===== src/rtl/td4_pkg.sv =====
// Shared definitions for the TD4 program store and loader.
// Optional checksum feature is selected with TD4_PROG_CHECKSUM_EN.
package td4_pkg;

  localparam int TD4_ADDR_W  = 4;
  localparam int TD4_INSTR_W = 8;
  localparam logic [7:0] TD4_NOP = 8'h00;  // decodes as A <- A+0

  // CHECK and ERR are only reachable when TD4_PROG_CHECKSUM_EN is defined.
  typedef enum logic [2:0] {
    ST_CLEAR = 3'd0,
    ST_RUN   = 3'd1,
    ST_LOAD  = 3'd2,
    ST_CHECK = 3'd3,
    ST_ERR   = 3'd4
  } ld_state_t;

endpackage


===== src/rtl/td4_prog_ram.sv =====
// 2^ADDR_W x DATA_W instruction store: one synchronous write port and one
// asynchronous read port. A write and a read of the same address in the
// same cycle returns the old data; the new data appears next cycle.
module td4_prog_ram #(
  parameter int ADDR_W = 4,
  parameter int DATA_W = 8
) (
  input  logic              clk,
  input  logic              we,
  input  logic [ADDR_W-1:0] waddr,
  input  logic [DATA_W-1:0] wdata,
  input  logic [ADDR_W-1:0] raddr,
  output logic [DATA_W-1:0] rdata
);

  logic [DATA_W-1:0] mem [2**ADDR_W];

  // Synchronous write port.
  always_ff @(posedge clk) begin
    if (we) mem[waddr] <= wdata;
  end

  assign rdata = mem[raddr];

endmodule


===== src/rtl/td4_prog_loader.sv =====
// Program memory and loader for the TD4 CPU. Clears the store after reset,
// accepts a 16-byte program stream, and holds the CPU in reset while the
// store is not runnable. TD4_PROG_CHECKSUM_EN adds a 17th checksum byte
// (sum of all 17 bytes mod 256 must be 0) plus the CHECK/ERR states.
//
// Handshake: a byte transfers on a rising edge where ld_valid & ld_ready are
// both high. ld_ready is a registered state decode (high in LOAD/CHECK) and
// never depends on ld_valid; ld_valid may drop at any time to insert gaps.
module td4_prog_loader
  import td4_pkg::*;
#(
  parameter int ADDR_W  = TD4_ADDR_W,
  parameter int INSTR_W = TD4_INSTR_W
) (
  input  logic               clk,
  input  logic               reset,
  input  logic [ADDR_W-1:0]  address,
  output logic [INSTR_W-1:0] instr,
  output logic               cpu_n_reset,
  input  logic               ld_start,
  input  logic               ld_valid,
  input  logic [INSTR_W-1:0] ld_data,
  output logic               ld_ready,
  output logic               busy,
  output logic               err,
  output ld_state_t          dbg_state
);

  localparam logic [ADDR_W-1:0] PTR_LAST = '1;

  ld_state_t          state, state_nx;
  logic [ADDR_W-1:0]  ptr, ptr_nx;
  logic               we;
  logic [INSTR_W-1:0] wdata;

`ifdef TD4_PROG_CHECKSUM_EN
  logic [INSTR_W-1:0] sum, sum_nx, sum_add;
  assign sum_add = sum + ld_data;
`endif

  td4_prog_ram #(.ADDR_W(ADDR_W), .DATA_W(INSTR_W)) u_ram (
    .clk   (clk),
    .we    (we),
    .waddr (ptr),
    .wdata (wdata),
    .raddr (address),
    .rdata (instr)
  );

  // Next-state, pointer/checksum update and memory write control.
  always_comb begin
    state_nx = state;
    ptr_nx   = ptr;
    we       = 1'b0;
    wdata    = ld_data;
`ifdef TD4_PROG_CHECKSUM_EN
    sum_nx   = sum;
`endif
    case (state)
      ST_CLEAR: begin
        we     = 1'b1;
        wdata  = INSTR_W'(TD4_NOP);
        ptr_nx = ptr + ADDR_W'(1);
        if (ptr == PTR_LAST) state_nx = ST_RUN;
      end
      ST_RUN: begin
        if (ld_start) begin
          state_nx = ST_LOAD;
          ptr_nx   = '0;
`ifdef TD4_PROG_CHECKSUM_EN
          sum_nx   = '0;
`endif
        end
      end
      ST_LOAD: begin
        if (ld_valid) begin
          we     = 1'b1;
          ptr_nx = ptr + ADDR_W'(1);
`ifdef TD4_PROG_CHECKSUM_EN
          sum_nx = sum_add;
          if (ptr == PTR_LAST) state_nx = ST_CHECK;
`else
          if (ptr == PTR_LAST) state_nx = ST_RUN;
`endif
        end
      end
`ifdef TD4_PROG_CHECKSUM_EN
      ST_CHECK: begin
        if (ld_valid) state_nx = (sum_add == '0) ? ST_RUN : ST_ERR;
      end
      ST_ERR: begin
        if (ld_start) begin
          state_nx = ST_LOAD;
          ptr_nx   = '0;
          sum_nx   = '0;
        end
      end
`endif
      default: state_nx = ST_CLEAR;
    endcase
  end

  // State, pointer and checksum registers.
  always_ff @(posedge clk) begin
    if (reset) begin
      state <= ST_CLEAR;
      ptr   <= '0;
`ifdef TD4_PROG_CHECKSUM_EN
      sum   <= '0;
`endif
    end else begin
      state <= state_nx;
      ptr   <= ptr_nx;
`ifdef TD4_PROG_CHECKSUM_EN
      sum   <= sum_nx;
`endif
    end
  end

  // Registered output decodes, aligned with the state register.
  always_ff @(posedge clk) begin
    if (reset) begin
      cpu_n_reset <= 1'b0;
      ld_ready    <= 1'b0;
      busy        <= 1'b1;
    end else begin
      cpu_n_reset <= (state_nx == ST_RUN);
      ld_ready    <= (state_nx == ST_LOAD) || (state_nx == ST_CHECK);
      busy        <= (state_nx == ST_CLEAR) || (state_nx == ST_LOAD) ||
                     (state_nx == ST_CHECK);
    end
  end

`ifdef TD4_PROG_CHECKSUM_EN
  // Sticky checksum error flag: set on entry to ERR, cleared on reload.
  always_ff @(posedge clk) begin
    if (reset) err <= 1'b0;
    else       err <= (state_nx == ST_ERR);
  end
`else
  assign err = 1'b0;
`endif

  assign dbg_state = state;

endmodule


===== config.mk =====
export PLATFORM = sky130hd
export DESIGN_NAME = td4_prog_loader
export DESIGN_NICKNAME = d
export VERILOG_FILES = /design/src/rtl/td4_pkg.sv /design/src/rtl/td4_prog_ram.sv /design/src/rtl/td4_prog_loader.sv
export SDC_FILE = /design/constraint.sdc
export NUM_CORES = 1
export LEC_CHECK = 0
export ABC_CLOCK_PERIOD_IN_PS = 3100
export BUFFER_PORTS_ARGS = -buffer_cell sky130_fd_sc_hd__buf_2
export CAP_MARGIN = 15
export CORE_MARGIN = 2
export CORE_UTILIZATION = 49
export CTS_CLUSTER_SIZE = 16
export DETAILED_ROUTE_END_ITERATION = 16
export GPL_ROUTABILITY_DRIVEN = 1
export PLACE_DENSITY = 0.66
export SYNTH_ARGS = -nofsm -noshare
export SYNTH_HDL_FRONTEND = slang
export SYNTH_HIERARCHICAL = 1
export SYNTH_SLANG_ARGS = --single-unit

===== constraint.sdc =====
create_clock -name clk -period 3.1 [get_ports clk]
set_clock_uncertainty 0.2 [all_clocks]
set_input_delay 0.62 -clock clk [delete_from_list [all_inputs] [get_ports clk]]
set_output_delay 0.62 -clock clk [all_outputs]
set_load 0.01 [all_outputs]

# == Word level (Yosys, flattened, before mapping) ==
# Memories as Yosys holds them, arrays and structs flattened.
# Cells that the tools add are included.
# totals
ramBits,128
elab_cells,34
inputBits,16
regBits,10
mem_count,1
# classes
n_reduce_logical,7
n_mux,12
n_addsub,1
n_eq_ne,8
# memory_table
memory,words,word_bits,read_ports,rd_clocked_by_memory_dff,write_ports,line,source
u_ram.mem,16,8,1,0,1,td4_prog_ram.sv:16,logic [DATA_W-1:0] mem [2**ADDR_W];
# ops
operator,count
$pmux W4 S3,1
$eq A3 B2 Y1 const B,3
$mux W3,3
$pmux W3 S3,1
$mux W4,2
$mux W8,1
$eq A3 B1 Y1 const B,2
$logic_not A3 Y1,2
$add A4 B1 Y4 const B,1
$eq A4 B4 Y1 const B,1
$ne A2 B2 Y1 const B,2
$logic_or A1 B1 Y1,3
$mux W1,3
$reduce_and A3 Y1,1
$reduce_bool A3 Y1,1
$pmux W1 S2,1

# == Depth between registers and ports, before layout ==
# logic_depth
ltp_word,7
depth_mapped,5
ltp_nobuf,4

# == Cells and area by module ==
# The synthesis kept the hierarchy.
# by_module_without_submodules
module,cells_per_inst,area_per_inst_um2,n_inst
td4_prog_ram,221,4987.3,1
td4_prog_loader,56,554.3,1

# == Worst setup path after synthesis ==
# OpenSTA, ideal clock, no wires.
# synth_timing
path_type,input port to flip-flop
from,input ld_valid
to,"memory u_ram.mem[0][0], enable pin"
slack_ps,513
required_time_ps,2517
setup_ps,383
cell_stages,4
arrival_time_ps,2004
cell_sequence,nor2b_4 > nor3_4 > or3b_2 > nor3_1
# synth_via
elab_chain_len,4
# synth_rtl
item,line,source
start: declaration,td4_prog_loader.sv:21,"input logic ld_valid,"
$mux W1,td4_prog_loader.sv:76,if (ld_valid) begin
$pmux W1 S2,td4_prog_loader.sv:59,case (state)
named net we,td4_prog_loader.sv:33,logic we;
$mux W1,td4_prog_ram.sv:20,if (we) mem[waddr] <= wdata;
$mux W1 (implied by the code),td4_prog_ram.sv:20,
end: declaration,td4_prog_ram.sv:16,
# The timed path passes the listed nets, and every way through them passes these cells.

# == Final worst setup path ==
# layout_timing
from,input address[0]
to,output instr[3]
# layout_via
elab_chain_len,1
# layout_rtl
item,line,source
start: declaration,td4_prog_loader.sv:17,"input logic [ADDR_W-1:0] address,"
$mem_v2 Z16 W8,-,
end: declaration,td4_prog_loader.sv:18,"output logic [INSTR_W-1:0] instr,"
# No other way between the ends.

==> qor.yml <==
clock_tree:
  cts-resized-gates: 0
  cts_sinks: 138
  hold_buffers: 0
  clkLatencyLatePin_ns: 0.41
  cts_buffer_depth: 2
  h-tree-depth: 4
  cts_tree: "done"
  cts.clk_slew.worst_paths_ns: 0.05
  numCtsBuffers: 17
  cts_root_buf: "clkbuf_16"
  cts_setup_buffers: 0
critical_path:
  r2r-start: "dbg_state[1]"
  crit_path_end_kind: "output port"
  start_kind: "input port"
  rr_worst_depth: 5
  path_class: "in -> out"
  critPathArrivalTime_ns: 2.04
  worstPathMaxFanout: 13
  cp-startpoint: "address[0]"
  required_ns: 2.28
yosys:
  synth_area_um2: 5542
  avgSynthCellArea_um2: 20.01
  synth.most_common_cell: "edfxtp_1"
  synth_edf_count: 128
  ys_ff_latch: 138
  yosys_warnings: 6
  synth_top_cell_by_area: "edfxtp_1"
  ys.flop_type: "edfxtp_1"
  ys_seq_area_share_pct: 72.97
  ys_async_sr_fraction_pct: 0
  netlist-cell-type-count: 36
  synth.area.top_cells: "edfxtp_1, mux4_2, mux4_1"
  synthCells: 277
  synth_largest_type_area_fraction_pct: 69.36
  synthTopCellsByCount: "edfxtp_1, mux4_2, a22oi_1, nor2_1, mux4_1"
route:
  wl_per_cell_um: 21.01
  num_vias: 2839
  totalWireLength_mm: 10.36
  vias_per_cell: 5.759
  drt_iter0_drc: 278
  first_pass_iters: 5
  drcViolationCount: 0
  ant_nets: 0
power_and_ir_drop:
  p_leak_nw: 2.282
  worst_ir_drop_vdd_v: 0.0003798
  p_per_area_nw_per_um2: 644.6
cells_and_area:
  area_growth_pct: 18.72
  diodes: 0
  drive_gt1_share_pct: 31.73
  layout.nets: 357
  fin_util_pct: 60.16
  fill_cells: 804
  final_cells: 493
floorplan:
  fp.coreArea_um2: 10940
  die_area_um2: 12180
  dieWidth_um: 110.3
  rows: 38
  ios: 31
  fp.dieH_um: 110.3
  start_util_pct: 50.68
sta:
  max_freq_ghz: 0.3500
  slew_headroom_pct: 31.20
  finalSetupTns_ns: 0
  drv_slew: 0
  timing.final.crit_share_pct: 92.17
  rsz0062_at_grt: "false"
  tightestPinTransition_ns: 1.030
  hold_viol: 0
  setup_viol: 0
  min_period_ns: 2.857
worst_hold_path:
  hp-class: "in -> reg"
  worstHoldStart: "reset"
  worstHoldPathCells: 2
global_routing:
  grt_antenna_before_repair: 0
  grt_overflow: 0
  grtUsageTotal_pct: 19.18
  grt_pass1_wl_mm: 16.10
  grt_max_degree: 33
  grt_pass1_vias: 2879
placed_design:
  dp_cells: 461
  io_buffers: 29
  routabilityCongestion: 0.7093
  hpwl_mm: 6.574
run:
  maxCapViolCount: 0
outcome:
  status: "finished clean"
## critical path, stage by stage
cell and delay (ns):
buf_2 0.14, buf_12 0.17, mux4_1 0.56, a22oi_1 0.31, nand2_1 0.08, buf_2 0.14
## final cells by class
class / count / area, um2 / share of cell area (%)
clock buffer: 19 / 432.9 / 6.580
clock inverter: 13 / 152.6 / 2.320
multi-input combinational: 124 / 1370 / 20.83
sequential: 138 / 4044 / 61.47
tap: 140 / 175.2 / 2.663
inverter: 1 / 3.754 / 0.05706
timing repair buffer: 58 / 400.4 / 6.086
## layout by cell type (no fill, tap or decap), types with 3 or more instances in the layout
master,count
clkinv_4,3
nor3_1,8
clkbuf_16,17
buf_12,3
nand2_1,10
buf_2,29
nand2b_1,3
mux4_2,18
buf_4,26
clkinv_2,5
nor2b_1,8
mux4_1,14
a22oi_1,17
edfxtp_1,128
nor2_1,17
bufinv_16,3
dfxtp_1,10
## report_power, final
part	total (W)	internal [W]	switching [W]
combinational	0.000204	0.0000925	0.000112
clock	0.00197	0.00126	0.000715
sequential	0.00207	0.00205	0.0000115
## metal layers
metal | part of all wire, % | up-vias | GRT usage (%)
met5 | 0 | - | 0
met2 | 51 | 88 | 31.38
met3 | 6.0 | 14 | 5.173
li1 | - | 1273 | -
met1 | 41 | 1464 | 25.07
met4 | 1.7 | 0 | 6.518
## stage by stage
step / setup WS (ns) / total power (W) / hold WS, ns / cell area [um2]
after floorplan: 0.5128 / 0.002233 / 0.3434 / 5545
after global placement: 0.2158 / 0.002305 / 0.3919 / 5993
after detailed placement: 0.2304 / 0.002312 / 0.4104 / 5993
after CTS: 0.2327 / 0.004285 / 0.2999 / 6579
after global routing: 0.1359 / 0.004387 / 0.3183 / 6579
final: 0.2427 / 0.004241 / 0.3128 / 6579
## flip-flops by register name, indices dropped and copies added, names as in the netlist
register     cells
ld_ready         1
dbg_state        3
u_ram/mem      128
cpu_n_reset      1
ptr              4
busy             1
## kinds of logic after synthesis
family | count (synthesis) | share of synthesized area [%]
AO/OA/AOI/OAI | 29 | 4.448
adder cells (fa/ha/maj) | 1 | 0.2257
buffers and inverters | 16 | 2.370
flip-flops | 138 | 72.97
multiplexers | 33 | 14.13
other | 1 | 0.06767
AND/OR/NAND/NOR | 59 | 5.780
## worst paths after layout
path,endpoint,slack (ns)
setup / recovery,instr[3],0.24
hold / removal,ptr[0],0.31
setup reg to reg,u_ram/mem[0][7],0.83
hold reg to reg,ptr[2],0.41
(Power assumes the default switching activity.)
